## src/rtl/smart_toilet_inlet_seq.sv

```systemverilog
// smart_toilet_inlet_seq: doses three solutions through inlet valves in the order
// soln3, soln2, soln1, lets the serpentine/mixer path settle, then flags done.
// Optional feature: define INLET_SEQ_ABORT_EN to enable the abort input and the
// sticky aborted flag; without it abort is ignored and aborted is tied low.
module smart_toilet_inlet_seq #(
   parameter int STEP_DIV = 4,
   parameter int TW       = 16
) (
   input  logic          clk,
   input  logic          rst_n,
   input  logic          start,
   input  logic [7:0]    vol1,
   input  logic [7:0]    vol2,
   input  logic [7:0]    vol3,
   input  logic [TW-1:0] transit,
   input  logic          abort,
   output logic [2:0]    valve_open,
   output logic [2:0]    pump_step,
   output logic          busy,
   output logic          done,
   output logic          aborted
);

   typedef enum logic [2:0] {IDLE, DOSE3, DOSE2, DOSE1, SETTLE, DONE} state_t;

   localparam logic [7:0] LP_DIV_MAX = 8'(STEP_DIV - 1);

   state_t        r_state;
   logic [7:0]    r_div;
   logic [7:0]    r_step;
   logic [TW-1:0] r_settle;
   logic [7:0]    r_vol1, r_vol2, r_vol3;
   logic [TW-1:0] r_transit;
   logic [2:0]    r_valve;
   logic [2:0]    r_pump;
   logic          r_busy;
   logic          r_done;

   state_t        w_state;
   logic [7:0]    w_div;
   logic [7:0]    w_step;
   logic [TW-1:0] w_settle;
   logic          w_accept;
   logic          w_abort_in;
   logic [7:0]    w_cur_vol;
   logic [2:0]    w_valve_nxt;

`ifdef INLET_SEQ_ABORT_EN
   logic r_aborted;
   assign w_abort_in = abort;
   assign aborted    = r_aborted;
`else
   logic w_unused_abort;
   assign w_unused_abort = abort;
   assign w_abort_in     = 1'b0;
   assign aborted        = 1'b0;
`endif

   // First phase with work to do after 'from': remaining nonzero doses in order, then settle, then done
   function automatic state_t f_next_phase(input state_t from, input logic [7:0] v3,
                                           input logic [7:0] v2, input logic [7:0] v1,
                                           input logic [TW-1:0] t);
      state_t nxt;
      if (from == IDLE && v3 != 8'd0)
         nxt = DOSE3;
      else if ((from == IDLE || from == DOSE3) && v2 != 8'd0)
         nxt = DOSE2;
      else if ((from == IDLE || from == DOSE3 || from == DOSE2) && v1 != 8'd0)
         nxt = DOSE1;
      else if (t != '0)
         nxt = SETTLE;
      else
         nxt = DONE;
      return nxt;
   endfunction

   assign w_cur_vol = (r_state == DOSE3) ? r_vol3 :
                      (r_state == DOSE2) ? r_vol2 : r_vol1;

   // Next state and counter values; abort in a run overrides everything
   always_comb begin
      w_state  = r_state;
      w_div    = r_div;
      w_step   = r_step;
      w_settle = r_settle;
      w_accept = 1'b0;
      case (r_state)
         IDLE: begin
            if (start && !w_abort_in) begin
               w_accept = 1'b1;
               w_state  = f_next_phase(IDLE, vol3, vol2, vol1, transit);
               w_div    = 8'd0;
               w_step   = 8'd0;
               w_settle = '0;
            end
         end
         DOSE3, DOSE2, DOSE1: begin
            if (r_div == LP_DIV_MAX) begin
               w_div = 8'd0;
               if (r_step == w_cur_vol - 8'd1) begin
                  w_step  = 8'd0;
                  w_state = f_next_phase(r_state, r_vol3, r_vol2, r_vol1, r_transit);
               end else begin
                  w_step = r_step + 8'd1;
               end
            end else begin
               w_div = r_div + 8'd1;
            end
         end
         SETTLE: begin
            if (r_settle == r_transit - TW'(1)) begin
               w_settle = '0;
               w_state  = DONE;
            end else begin
               w_settle = r_settle + TW'(1);
            end
         end
         DONE:    w_state = IDLE;
         default: w_state = IDLE;
      endcase
      if (w_abort_in && r_state != IDLE) begin
         w_state  = IDLE;
         w_div    = 8'd0;
         w_step   = 8'd0;
         w_settle = '0;
      end
   end

   assign w_valve_nxt = {w_state == DOSE3, w_state == DOSE2, w_state == DOSE1};

   // State, counters, latched run parameters and outputs registered from the next state
   always_ff @(posedge clk or negedge rst_n) begin
      if (!rst_n) begin
         r_state   <= IDLE;
         r_div     <= 8'd0;
         r_step    <= 8'd0;
         r_settle  <= '0;
         r_vol1    <= 8'd0;
         r_vol2    <= 8'd0;
         r_vol3    <= 8'd0;
         r_transit <= '0;
         r_valve   <= 3'b000;
         r_pump    <= 3'b000;
         r_busy    <= 1'b0;
         r_done    <= 1'b0;
`ifdef INLET_SEQ_ABORT_EN
         r_aborted <= 1'b0;
`endif
      end else begin
         r_state  <= w_state;
         r_div    <= w_div;
         r_step   <= w_step;
         r_settle <= w_settle;
         if (w_accept) begin
            r_vol1    <= vol1;
            r_vol2    <= vol2;
            r_vol3    <= vol3;
            r_transit <= transit;
         end
         r_valve <= w_valve_nxt;
         r_pump  <= (w_div == LP_DIV_MAX) ? w_valve_nxt : 3'b000;
         r_busy  <= (w_state != IDLE);
         r_done  <= (w_state == DONE);
`ifdef INLET_SEQ_ABORT_EN
         if (w_abort_in && r_state != IDLE)
            r_aborted <= 1'b1;
         else if (w_accept)
            r_aborted <= 1'b0;
`endif
      end
   end

   assign valve_open = r_valve;
   assign pump_step  = r_pump;
   assign busy       = r_busy;
   assign done       = r_done;

endmodule

```

## config.mk

```make
export PLATFORM = sky130hd
export DESIGN_NAME = smart_toilet_inlet_seq
export DESIGN_NICKNAME = d
export VERILOG_FILES = /design/src/rtl/smart_toilet_inlet_seq.sv
export SDC_FILE = /design/constraint.sdc
export NUM_CORES = 1
export LEC_CHECK = 0
export ABC_AREA = 1
export BUFFER_PORTS_ARGS = -buffer_cell sky130_fd_sc_hd__clkbuf_2
export CAP_MARGIN = 20
export CORE_ASPECT_RATIO = 1.1
export CORE_UTILIZATION = 29
export CTS_BUF_LIST = sky130_fd_sc_hd__clkbuf_4
export CTS_CLUSTER_SIZE = 10
export DETAILED_ROUTE_END_ITERATION = 12
export MAX_ROUTING_LAYER = met4
export PLACE_DENSITY = 0.41
export RECOVER_POWER = 50
export SLEW_MARGIN = 20
export SYNTH_ARGS = -nofsm -noshare
export SYNTH_HDL_FRONTEND = slang
export SYNTH_SLANG_ARGS = --single-unit
```

## constraint.sdc

```tcl
create_clock -name clk -period 6.72 [get_ports clk]
set_input_delay 0.336 -clock clk [delete_from_list [all_inputs] [get_ports clk]]
set_output_delay 0.336 -clock clk [all_outputs]
set_load 0.03 [all_outputs]
```

# After elaboration in Yosys (flattened, before gate mapping)
# Cells that the tools add are included.
[word_totals] register_bits=83 in_bits=44 out_inout_bits=9 elab_cells=79
[classes] n_addsub=5 eq_ne=14 muxes=28 reduce_logical=20
[op_table] cell="8-bit 2-to-1 mux" n=7
[op_table] cell="8-bit nonzero test" n=6
[op_table] cell="3-bit 2-to-1 mux" n=11
[op_table] cell="16-bit 2-to-1 mux" n=2
[op_table] cell="16-bit case mux with 2 select lines" n=1
[op_table] cell="8-bit case mux with 2 select lines" n=2
[op_table] cell="16-bit nonzero test" n=2
[op_table] cell="16-bit by 1-bit adder with 16-bit output, second input constant" n=1
[op_table] cell="8-bit by 1-bit adder with 8-bit output, second input constant" n=2
[op_table] cell="16-bit equality test" n=1
[op_table] cell="8-bit by 2-bit equality test with 1-bit output, second input constant" n=2
[op_table] cell="16-bit by 1-bit subtractor with 16-bit output, second input constant" n=1
[op_table] cell="3-bit by 2-bit equality test with 1-bit output, second input constant" n=4
[op_table] cell="3-bit case mux with 3 select lines" n=1
[op_table] cell="8-bit equality test" n=1
[op_table] cell="8-bit by 1-bit subtractor with 8-bit output, second input constant" n=1
[op_table] cell="3-bit by 1-bit equality test with 1-bit output, second input constant" n=2
[op_table] cell="3-bit equality test, second input constant" n=2
[op_table] cell="1-bit 2-to-1 mux" n=4
[op_table] cell="2-bit != test, second input constant" n=2
[op_table] cell="2-bit nonzero test" n=2
[op_table] cell="1-bit logical AND" n=3
[op_table] cell="3-bit logical NOT" n=1
[op_table] cell="3-bit AND reduction" n=1
[op_table] cell="other kinds (4)" n=5

# Logic depth before layout (Yosys ltp)
[logic_depth] word_depth=12 depth_mapped=22 ltp_nobuf=22

# Worst setup path after synthesis
# OpenSTA, ideal clock, no wires.
[synth_path] path_type="register -> register" from="register r_state[1]" to="register r_busy, in the netlist busy" setup_time_ns=0.119 arrival_ns=2.502 t_required_ns=6.601 setup_slack_ns=4.099 path_stages_with_launch=20 n_path_buf=0 period_less_slack_ns=2.621 path_cell_list="dfrtp_1 > inv_2 > nand3_2 > inv_2 > nand2_1 > nand2_2 > inv_1 > ha_1 > xor2_1 > nand2_1 > nor2_2 > nand3_2 > nor2_2 > nand2_2 > nor2_4 > nand4_1 > nand3_1 > nand2_2 > nor2_1 > nand2_1"
[synth_between] elab_chain_len=11 elab_cells_between_ends=24 cone_classes="add/sub (1); eq/ne (5); mux (10); reduce/logical (8)"
[synth_rtl] element="start: declaration" line="28" text="state_t r_state;"
[synth_rtl] element="start signal: assignment" line="150" text="r_state <= w_state;"
[synth_rtl] element="parallel branches: the longest is 9 deep, another holds 8-bit by 1-bit subtractor with 8-bit output"
[synth_rtl] element="3-bit case mux with 3 select lines *" line="87" text="case (r_state)"
[synth_rtl] element="via w_state[1]" line="39" text="state_t w_state;"
[synth_rtl] element="3-bit nonzero test *" line="162" text="r_busy <= (w_state != IDLE);"
[synth_rtl] element="end signal: assignment" line="162"
[synth_rtl] element="end: declaration" line="36" text="logic r_busy;"
# Mark *: on every way through the listed nets, which the timed path passes.
# A chain may end at the register's enable or synchronous reset.

# Worst setup path in the final report
[layout_path] from="register r_state[1]" to="register r_pump[1], in the netlist pump_step[1]"
[layout_between] elab_chain_len=12 elab_cells_between_ends=27 cone_classes="add/sub (1); eq/ne (7); mux (12); reduce/logical (7)"
[layout_rtl] element="parallel branches: the longest is 9 deep, another holds 8-bit by 1-bit subtractor with 8-bit output"
[layout_rtl] element="3-bit case mux with 3 select lines *" line="87"
[layout_rtl] element="via w_state[1]" line="39"
[layout_rtl] element="3-bit by 2-bit equality test with 1-bit output *" line="129" text="assign w_valve_nxt = {w_state == DOSE3, w_state == DOSE2, w_state == DOSE1};"
[layout_rtl] element="3-bit 2-to-1 mux *" line="161" text="r_pump <= (w_div == LP_DIV_MAX) ? w_valve_nxt : 3'b000;"
[layout_rtl] element="end signal: assignment" line="161"
[layout_rtl] element="end: declaration" line="35" text="logic [2:0] r_pump;"
# Marked as above.

==> impl_results.md <==
- Global Route met2 Usage: approximately a quarter
- Synthesized flop and latch total: 83
- Data arrival, critical path: 3.59 ns
- Highest clock rate: 0.310 GHz
- R2r setup slk: 3.49 ns
- Area growth syn-to-layout: 12.1%
- Nets: between 700 and 800
- Largest net degree at the start of global routing: 60
- Cells after Synth: 654
- Placed Area: ~0.0054 mm^2
- LEAKAGE: between 2 and 3 nW
- CTS tree: done
- Int Power: 0.00115 W
- Cell Pwr Density: 408 mW/mm^2
- Core Area: 0.0165 mm^2
- Slowest CP cell: dfrtp_1
- Register area: 0.00208 mm^2
- Resized Gates After CTS: 0
- Switching Share: 49.2%
- Final Max Slew Viols: 0
- Largest family of logic cells by synthesized area: simple AND/OR/NAND/NOR gates
- Status: finished, final reports clean
- Final Cell Area: 0.00553 mm^2
- RSZ-0062 raised after global routing: no
- Clk pin slew, worst setup/hold paths: around 0.15 ns
- Simple-gate share of the synthesized area: 32.8%
- Hold Path Class: in2reg
- Vias in the first global route: approximately 4400
- Fin. Hold Viols: 0
- Number of buffers created by CTS: 9
- Io pins: between 50 and 60
- Max-slew headroom: 5.32%
- Max Cap Viol: 0
- Post-synth EDFFs: 0
- Max H-tree Level: 3
- Most used DFF post-synth: dfrtp_1
- Area fraction in compound gates after synthesis: a little under a tenth
- Area share of xor/xnor cells in the synthesized design: 6.68%
- Vias: 4428
- Worst-path cell chain: inv_2 -> nand3_2 -> inv_2 -> nand2_1 -> nand2_2 -> inv_1 -> ha_1 -> xor2_1 -> nand2_1 -> nor2_2 -> nand3_2 -> nor2_2 -> nand2_2 -> nor2_4 -> nand4_1 -> nand3_1 -> nand2_2 -> nand3_1 -> nor2_1
- Row cnt: 49
- Combinational Power Share: 51.1%
- DP Worst Slack: approximately 3.5 ns
- Clk_lat worst skew: between 0.4 and 0.5 ns
- CP dominant cell by count: nand2_2
- Worst Skew: 0.0336 ns
- CP max stage delay: 0.48 ns
- Clk buf depth: 2
- FILL cells: 1809
- Fin crit period: 3.23 ns
- First-pass GRT wire length: 22300 um
- Adder-Cell Fraction of Synth Area: 1.27%
- Crit path kind: reg2reg
- Actual slew at the worst max-slew pin: 1.42 ns
- Sequential cell area fraction in the yosys report: 42.1%
- Clock share of power: 13.5%
- M1 GR Usage: 21.8%
- Buf/Inv on CP: 3
- Startpoint types: flop
- CTS sink count: 83
- Final worst-path cycle share: 48.1%
- Mapped Avg Cell Area: approximately 7.5 um^2
- HPWL after DPL: 10500 um
- Setup TNS: 0 ns
- Drc violations: 0
- Mux cell area share after synthesis: 0%
- Placer Congestion: 0.812
- Number of synthesis warnings: 0
- Sequential Power Share: 35.4%
- Die area: between 0.015 and 0.02 mm^2
- DRT antenna net count: 0
- Slack of the critical path: 3.49 ns
- DRT Wirelength: 13500 um
- I/O Buffers: 50
- Syn Nets: 703
- Leading area contributor after synthesis: dfrtp_1
- Share of cells above drive strength 1: 13.7%
- WL/cell: 14.8 um
- Initial Utilization: 29.9%
- Top delay family on crit path: simple AND/OR/NAND/NOR gates
- Die X: between 100 and 150 um
- DRT iter0 DRCs: 268
- Synth top area cells: dfrtp_1 42%, nand2_1 14%, inv_1 5.9%, xor2_1 5.5%, nand3_1 5.3%
- Root Buffer Master: clkbuf_4
- Drt pass-1 iters: 5
- Synth Cell Area: just under 0.005 mm^2
- GR Util met3: about 3.1%
- Top Usage Layer GRT: met2
- Cell variety after synth: 42
- Multi-input gate area: 0.00248 mm^2
- Initial antenna violation count: 1
- Die Y: 139 um
- Vias per cell: 4.84
- CP max FO: 12
- Async set or reset register ratio after synthesis: 100%
- Switching Power: between 0.001 and 0.0015 W
- GRT Total Usage: 16.9%
- Setup bufs post-CTS: 0
- Final setup fails: 0
- Synth top area share: 42.1%
- Critical path capture point type: flop
- Max IR drop VDD: 0.000143 V
- Grt total ovfl: 0
- Worst Path Required: 7.08 ns
[cell type report]
| class | count | area share, % |
|---|---|---|
| flip-flops and latches | 83 | 37.6 |
| diodes | 1 | 0.0453 |
| well taps | 204 | 4.62 |
| inverters | 82 | 5.57 |
| clock inverters | 5 | 0.996 |
| repair buffers | 54 | 4.91 |
| multi-input cells | 476 | 44.9 |
| clock buffers | 10 | 1.36 |
[layout by cell type (no fill, tap or decap), types with 2 or more instances in the layout]
master	netlist	layout
nand2_1	179	179
dfrtp_1	83	83
inv_1	78	78
nand3_1	52	52
nor2_1	44	44
o21ai_0	42	42
clkbuf_2	0	41
xor2_1	31	31
nand4_1	17	17
o22ai_1	17	17
nor4_1	14	14
nor3_1	13	13
nand2_2	10	10
clkbuf_4	0	10
clkbuf_1	9	9
nand3_2	7	7
a21oi_1	7	7
or2_2	6	6
nor2_2	6	6
ha_1	5	5
inv_2	4	4
xnor2_1	4	4
nor2_4	3	3
buf_4	1	3
o211ai_1	2	2
a2bb2oi_1	2	2
clkinvlp_4	0	2
clkinv_2	0	2
[tightest hold or removal path, stage by stage]
cell	delay [ns]
clkbuf_2	0.09
nand2_1	0.05
nand2_1	0.05
[power groups by stage]
| stage | registers [W] | logic, W | clock network (W) |
|---|---|---|---|
| finish | 0.000797 | 0.00115 | 0.000304 |
| global route | 0.000815 | 0.00132 | 0.000341 |
| CTS | 0.000798 | 0.00117 | 0.000322 |
| detailed placement | 0.000809 | 0.00117 | 0 |
| global placement | 0.000806 | 0.00115 | 0 |
| floorplan | 0.000781 | 0.000875 | 0 |
[sequential cells by signal (all words and copies together) (netlist names), 8 cells and up]
register	cells
r_div	8
r_settle	16
r_step	8
r_transit	16
r_vol1	8
r_vol2	8
r_vol3	8
[logic make-up (layout without fill, tap and decap cells)]
logic type               count (synthesis)  after routing
flip-flops                              83             83
other                                    1              2
buffers and inverters                   95            151
XOR/XNOR                                36             36
adder cells (fa/ha/maj)                  5              5
AND/OR/NAND/NOR                        353            353
AO/OA/AOI/OAI                           81             81
[cells in the mapped netlist, drive strengths merged (2+ instances only)]
master and n:
clkbuf 9, o211ai 2, nor4 14, xnor2 4, buf 4, a2bb2oi 2
o21ai 43, inv 82, a21oi 8, o22ai 17, nand3 59, dfrtp 83
ha 5, xor2 31, nand4 17, nor2 53, or2 6, nor3 13
nand2 190
[final timing paths]
| check | from | to | cells after the start |
|---|---|---|---|
| min in group asynchronous | rst_n | r_settle[4] | 2 |
| worst max-delay path | r_state[1] | pump_step[1] | 19 |
| worst max register to register | r_state[1] | pump_step[1] | 19 |
| worst min register to register | r_vol3[1] | r_vol3[1] | 2 |
| worst min-delay path | vol1[5] | r_vol1[5] | 3 |
| max in group asynchronous | rst_n | r_transit[12] | 3 |
[metal layers]
| layer | up-vias | part of all wire, % |
|---|---|---|
| li1 | 2250 | - |
| met2 | 64 | 49 |
| met1 | 2102 | 48 |
| met5 | - | 0 |
| met4 | 0 | 1.5 |
| met3 | 12 | 2.2 |
[what timing repair did]
action                     4_1_cts  5_1_grt
setup endpoints to repair        0        0
hold endpoints to repair        24        0
hold buffers                     1        0
[metrics by stage]
| stage | hold WS, ns | std cells | util, % | power [W] |
|---|---|---|---|---|
| after detailed placement | 0.271 | 898 | 32.7 | 0.00197 |
| after floorplan | 0.0404 | 654 | - | 0.00166 |
| after CTS | 0.0324 | 914 | 33.6 | 0.00229 |
| after global placement | 0.269 | 898 | 32.7 | 0.00196 |
| final | 0.0720 | 915 | 33.5 | 0.00225 |
| after global routing | 0.0383 | 915 | 33.5 | 0.00248 |
(Power assumes the default switching activity.)
